`config.mk`:
```
export PLATFORM = sky130hd
export DESIGN_NAME = load_store_unit
export DESIGN_NICKNAME = d
export VERILOG_FILES = /design/src/rtl/lsu_pkg.sv /design/src/rtl/load_store_lane.sv /design/src/rtl/load_store_unit.sv
export SDC_FILE = /design/constraint.sdc
export NUM_CORES = 1
export LEC_CHECK = 0
export BUFFER_PORTS_ARGS = -buffer_cell sky130_fd_sc_hd__buf_2
export CORE_ASPECT_RATIO = 1.5
export CORE_MARGIN = 3
export CORE_UTILIZATION = 52
export CTS_CLUSTER_DIAMETER = 60
export DETAILED_ROUTE_END_ITERATION = 10
export PLACE_DENSITY = 0.85
export SYNTH_ARGS = -nofsm -noshare
export SYNTH_HDL_FRONTEND = slang
export SYNTH_SLANG_ARGS = --single-unit
```
`constraint.sdc`:
```
create_clock -name clock -period 2.6 [get_ports clock]
set_input_delay 0.26 -clock clock [delete_from_list [all_inputs] [get_ports clock]]
set_output_delay 0.26 -clock clock [all_outputs]
set_load 0.02 [all_outputs]
```
`src/rtl/lsu_pkg.sv`:
```
// Shared types and encodings for the load/store unit: FSM states, access size
// codes and the bit positions inside the RAM control word.
package lsu_pkg;

  typedef enum logic [1:0] {
    ST_IDLE   = 2'd0,
    ST_ACCESS = 2'd1,
    ST_MERGE  = 2'd2,
    ST_DONE   = 2'd3
  } lsu_state_e;

  localparam logic [1:0] SIZE_BYTE = 2'b00;
  localparam logic [1:0] SIZE_HALF = 2'b01;
  localparam logic [1:0] SIZE_WORD = 2'b10;

  localparam int CTRL_WRITE    = 0;
  localparam int CTRL_BYTE     = 1;
  localparam int CTRL_HALF     = 2;
  localparam int CTRL_UNSIGNED = 3;

endpackage

```
`src/rtl/load_store_lane.sv`:
```
// Byte-lane datapath: extracts and extends load data from a RAM word and merges
// sub-word store data into a RAM word (little-endian lanes).
module load_store_lane
  import lsu_pkg::*;
(
  input  logic [31:0] word,
  input  logic [1:0]  offset,
  input  logic [1:0]  size,
  input  logic        is_unsigned,
  input  logic [15:0] wdata,
  output logic [31:0] load_value,
  output logic [31:0] store_word
);

  logic [7:0]  lane_byte;
  logic [15:0] lane_half;

  always_comb begin
    lane_byte = word[7:0];
    case (offset)
      2'd0:    lane_byte = word[7:0];
      2'd1:    lane_byte = word[15:8];
      2'd2:    lane_byte = word[23:16];
      default: lane_byte = word[31:24];
    endcase
    lane_half = offset[1] ? word[31:16] : word[15:0];
  end

  always_comb begin
    load_value = word;
    case (size)
      SIZE_BYTE: load_value = is_unsigned ? {24'h0, lane_byte}
                                          : {{24{lane_byte[7]}}, lane_byte};
      SIZE_HALF: load_value = is_unsigned ? {16'h0, lane_half}
                                          : {{16{lane_half[15]}}, lane_half};
      default:   load_value = word;
    endcase
  end

  always_comb begin
    store_word = word;
    case (size)
      SIZE_BYTE: begin
        case (offset)
          2'd0:    store_word[7:0]   = wdata[7:0];
          2'd1:    store_word[15:8]  = wdata[7:0];
          2'd2:    store_word[23:16] = wdata[7:0];
          default: store_word[31:24] = wdata[7:0];
        endcase
      end
      SIZE_HALF: begin
        if (offset[1]) store_word[31:16] = wdata;
        else           store_word[15:0]  = wdata;
      end
      default: store_word = word;
    endcase
  end

endmodule

```
`src/rtl/load_store_unit.sv`:
```
// Load/store unit: one request at a time, full-word RAM accesses only, with
// read-modify-write for byte/halfword stores and a one-cycle response pulse.
module load_store_unit
  import lsu_pkg::*;
#(
  parameter int MEM_WORDS = 4096
) (
  input  logic        clock,
  input  logic        reset_n,
  input  logic        req_valid,
  output logic        req_ready,
  input  logic        req_write,
  input  logic [1:0]  req_size,
  input  logic        req_unsigned,
  input  logic [31:0] req_addr,
  input  logic [31:0] req_wdata,
  output logic        resp_valid,
  output logic        resp_error,
  output logic [31:0] resp_rdata,
  output logic [3:0]  mem_control,
  output logic [31:0] mem_address,
  output logic [31:0] mem_write_data,
  input  logic [31:0] mem_read_data,
  output lsu_state_e  debug_state
);

  // Handshake: a request transfers on a rising edge where req_valid and
  // req_ready are both high; req_ready is high only in IDLE. resp_valid is a
  // single-cycle pulse, and resp_error/resp_rdata are meaningful only with it.

  lsu_state_e  state;
  logic        write_q;
  logic [1:0]  size_q;
  logic        unsigned_q;
  logic [31:0] addr_q;
  logic [15:0] wdata_q;
  logic        mem_we_q;
  logic        req_err;
  logic [31:0] lane_load;
  logic [31:0] lane_store;

  assign req_err = (req_size == 2'b11)
                || (req_size == SIZE_HALF && req_addr[0])
                || (req_size == SIZE_WORD && req_addr[1:0] != 2'b00)
                || (req_addr[31:2] >= 30'(MEM_WORDS));

  assign mem_address = {addr_q[31:2], 2'b00};
  assign debug_state = state;

  always_comb begin
    mem_control             = 4'b0000;
    mem_control[CTRL_WRITE] = mem_we_q;
  end

  load_store_lane u_lane (
    .word        (mem_read_data),
    .offset      (addr_q[1:0]),
    .size        (size_q),
    .is_unsigned (unsigned_q),
    .wdata       (wdata_q),
    .load_value  (lane_load),
    .store_word  (lane_store)
  );

  // Outputs are registered one state ahead, so the RAM read data seen during
  // ACCESS is consumed directly at the ACCESS exit edge.
  always_ff @(posedge clock or negedge reset_n) begin
    if (!reset_n) begin
      state          <= ST_IDLE;
      req_ready      <= 1'b1;
      resp_valid     <= 1'b0;
      resp_error     <= 1'b0;
      resp_rdata     <= 32'h0;
      mem_we_q       <= 1'b0;
      mem_write_data <= 32'h0;
      write_q        <= 1'b0;
      size_q         <= 2'b00;
      unsigned_q     <= 1'b0;
      addr_q         <= 32'h0;
      wdata_q        <= 16'h0;
    end else begin
      case (state)
        ST_IDLE: begin
          if (req_valid) begin
            write_q    <= req_write;
            size_q     <= req_size;
            unsigned_q <= req_unsigned;
            addr_q     <= req_addr;
            wdata_q    <= req_wdata[15:0];
            req_ready  <= 1'b0;
            resp_rdata <= 32'h0;
            resp_error <= req_err;
            if (req_err) begin
              state      <= ST_DONE;
              resp_valid <= 1'b1;
            end else begin
              state <= ST_ACCESS;
              if (req_write && req_size == SIZE_WORD) begin
                mem_we_q       <= 1'b1;
                mem_write_data <= req_wdata;
              end
            end
          end
        end
        ST_ACCESS: begin
          mem_we_q <= 1'b0;
          if (!write_q) begin
            resp_rdata <= lane_load;
            resp_valid <= 1'b1;
            state      <= ST_DONE;
          end else if (size_q == SIZE_WORD) begin
            resp_valid <= 1'b1;
            state      <= ST_DONE;
          end else begin
            mem_we_q       <= 1'b1;
            mem_write_data <= lane_store;
            state          <= ST_MERGE;
          end
        end
        ST_MERGE: begin
          mem_we_q   <= 1'b0;
          resp_valid <= 1'b1;
          state      <= ST_DONE;
        end
        default: begin
          resp_valid <= 1'b0;
          resp_error <= 1'b0;
          resp_rdata <= 32'h0;
          req_ready  <= 1'b1;
          state      <= ST_IDLE;
        end
      endcase
    end
  end

endmodule

```
==> results.sh <==
export IMPL_synth_area_um2=6670
export IMPL_max_clock_path_buffers=2
export IMPL_antenna_cells=0
export IMPL_whs_path_depth=2
export IMPL_critPathRequiredTime_ns=2.95
export IMPL_synthXorXnorAreaFrac=0
export IMPL_yosys_area_share_simple=0.0872
export IMPL_initial_core_util=0.533
export IMPL_dpl_cell_area_um2=7570
export IMPL_stdcell_area_um2=8240
export IMPL_die_x_um=98.5
export IMPL_post_route_period_util=0.921
export IMPL_drc=0
export IMPL_synth_compound_area_share=0.152
export IMPL_numCtsBuffers=17
export IMPL_path_buf_inv=1
export IMPL_fp_dieH_um=145
export IMPL_nNetsFinal=864
export IMPL_num_rows=50
export IMPL_firstDrtPassIters=7
export IMPL_antenna_found_initial=0
export IMPL_startpoint_type="flop"
export IMPL_track_usage=0.271
export IMPL_dp_hpwl_um=14600
export IMPL_io_buffers=202
export IMPL_yosysUniqueCellTypes=51
export IMPL_relSlewSlack=0.221
export IMPL_ys_seq_area_frac=0.458
export IMPL_grt_pass1_vias=5723
export IMPL_wl_per_cell_um=21.1
export IMPL_place_gp_congestion=0.987
export IMPL_avgViaCountPerCell=6.02
export IMPL_p_per_area_nw_per_um2=1460
export IMPL_io_pins=208
export IMPL_maxCapViolCount=0
export IMPL_cts_root_buf="clkbuf_16"
export IMPL_p_total_mw=12.0
export IMPL_status="finished clean"
export IMPL_cp_depth=6
export IMPL_tritoncts="done"
export IMPL_dieArea_um2=14200
export IMPL_hold_class="input port to flop"
export IMPL_area_growth_pct=23.5
export IMPL_crit_path_top_delay_cell="or4_4"
export IMPL_synth_cells=588
export IMPL_critPathMaxFanout=19
export IMPL_synth_fa_ha_area_frac=0.00750
export IMPL_drt_initial_drc_count=326
export IMPL_grt_pass1_wl_um=29900
export IMPL_synth_top_family_by_area="multiplexers"
export IMPL_synthArstFlopShare=1.00
export IMPL_setup_tns_ns=0
export IMPL_synth_flop_cell="dfrtp_1"
export IMPL_grt_start_max_net_pins=58
export IMPL_reg2regPathDepth=6
export IMPL_ys_ff_latch=122
export IMPL_min_period_ns=2.39
export IMPL_htreeDepth=4
export IMPL_fillers=978
export IMPL_ant_nets=0
export IMPL_ir_drop_uv=837
export IMPL_synth_edf_count=0
export IMPL_gr_total_overflow=0
export IMPL_arrival_ns=2.74
export IMPL_rsz0062_at_grt="no"
export IMPL_fmax_mhz=418
export IMPL_end_kind="flop"
export IMPL_clkLatencyLatePin_ns=0.41
export IMPL_leakage_nw=4.12
export IMPL_finalHoldViolCount=0
export IMPL_worst_slew_pin_slew_ns=1.17
export IMPL_slew_violations=0
export IMPL_path_delay_family="simple AND/OR/NAND/NOR gates"
export IMPL_pre_cts_ws_ns=0.158
export IMPL_drive_gt1_frac=0.481
export IMPL_syn_avg_cell_area_um2=11.3
export IMPL_synth_warnings=0
export IMPL_report_final_setup_viol=0
export IMPL_path_class="flop to flop"
export IMPL_path_cells="inv_1, ha_1, nor2b_4, or4_4, nor4b_4, a211o_1"
export IMPL_cts_clk_slew_worst_paths_ns=0.06
export IMPL_slowest_delay_ns=0.56
export IMPL_synth_mux_area_frac=0.220
export IMPL_holdWs_ns=0.0781
export IMPL_skew_ns=0.00924
export IMPL_cts_sinks=122
export IMPL_vias=5565
export IMPL_wirelength_um=19500
export IMPL_core_um2=12500
export IMPL_setup_ws_ns=0.206
-- registers in the layout (all words and copies together), names as in the netlist --
signal	flops
debug_state	2
resp_rdata	32
mem_we_q	1
resp_error	1
addr_q	32
unsigned_q	1
write_q	1
size_q	2
mem_write_data	32
wdata_q	16
req_ready	1
resp_valid	1
-- cells in the final DEF, fill, tap and decap left out, types with 10 or more instances in the layout --
| cell type | n |
|---|---|
| a21oi_1 | 29 |
| a22o_1 | 16 |
| nand2_1 | 55 |
| o21ai_0 | 21 |
| dfrtp_1 | 121 |
| mux2_4 | 27 |
| mux2i_1 | 26 |
| a221o_2 | 10 |
| buf_4 | 17 |
| nor2_1 | 37 |
| clkbuf_16 | 17 |
| buf_2 | 201 |
| mux2_2 | 69 |
-- report_power, final --
| group | leakage [nW] | internal (mW) | switching, mW |
|---|---|---|---|
| Sequential | 1.49 | 2.82 | 0.681 |
| Clock | 0.309 | 1.70 | 0.879 |
| Combinational | 2.32 | 2.62 | 3.33 |
| Total | 4.12 | 7.14 | 4.89 |
-- worst paths after layout --
| check | from | end | slack [ns] |
|---|---|---|---|
| setup / recovery | debug_state[0]$_DFFE_PN0N_ | resp_rdata[14]$_DFFE_PN0P_ | 0.21 |
| hold / removal | req_addr[9] | addr_q[9]$_DFFE_PN0P_ | 0.08 |
| setup reg to reg | debug_state[0]$_DFFE_PN0N_ | resp_rdata[14]$_DFFE_PN0P_ | 0.21 |
| hold reg to reg | resp_rdata[7]$_DFFE_PN0P_ | resp_rdata[7]$_DFFE_PN0P_ | 0.48 |
| max in group asynchronous | reset_n | wdata_q[11]$_DFFE_PN0P_ | 1.39 |
| min in group asynchronous | reset_n | resp_valid$_DFFE_PN0P_ | 0.45 |
-- synthesized netlist by cell type, types with 2 or more instances --
master     count  area share
a21oi_1       29       0.022
nor2_2         2      0.0019
buf_6          6       0.010
buf_4         36       0.041
mux2_2        69        0.12
nand4_1        2      0.0019
o21ai_1        2      0.0015
a222oi_1       7       0.011
a22o_1        16       0.021
buf_2          7      0.0053
a221o_2       10       0.017
nand2_1       56       0.032
a41oi_1        7      0.0092
nor4_1         4      0.0038
ha_1           4      0.0075
a211o_1        9       0.012
inv_1          9      0.0051
a32o_1         3      0.0045
dfrtp_1      121        0.45
mux2i_1       26       0.039
o21ai_0       21       0.016
a32oi_1        6      0.0079
a221o_1        7       0.011
and3_1         2      0.0019
o2111ai_1      2      0.0026
nand2b_1       4      0.0038
mux2_4        27       0.061
nor2b_1        7      0.0066
o22a_1         6      0.0079
nor2_1        37       0.021
clkbuf_1      24       0.014
-- metrics by stage --
| step | std cells | utilization |
|---|---|---|
| after floorplan | 592 | - |
| after global placement | 893 | 0.605 |
| after detailed placement | 893 | 0.605 |
| after CTS | 925 | 0.658 |
| after global routing | 925 | 0.658 |
| final | 925 | 0.658 |
-- per-layer routing --
| layer | vias to the layer above | wire [um] | global-route usage | share of wire |
|---|---|---|---|---|
| met3 | 70 | 1460 | 0.0600 | 0.075 |
| li1 | 2466 | - | - | - |
| met4 | 0 | 982 | 0.150 | 0.050 |
| met5 | - | 0 | 0 | 0 |
| met1 | 2725 | 6880 | 0.304 | 0.35 |
| met2 | 304 | 10200 | 0.477 | 0.52 |
-- cell families after synthesis --
group,count (synthesis)
compound gates,132
fa+ha+maj,4
buf+inv,83
flops,122
mux,123
other cells,1
simple gates,123
-- final cells by class --
type	instances	area [um^2]	area share
clock buffer	17	425	0.0516
clock inverter	14	223	0.0270
inverter	9	33.8	0.00410
multi-input combinational	387	3140	0.381
sequential	122	3050	0.371
tap	156	195	0.0237
timing repair buffer	220	1160	0.141
-- repair_timing --
action                                  CTS  global route
gates resized for setup                   0             1
setup buffers                             0             0
hold buffers                              1             0
endpoints found under the hold margin    55             0
endpoints found under the setup margin    0             6
No activity file was read; power rests on OpenSTA's default activity.
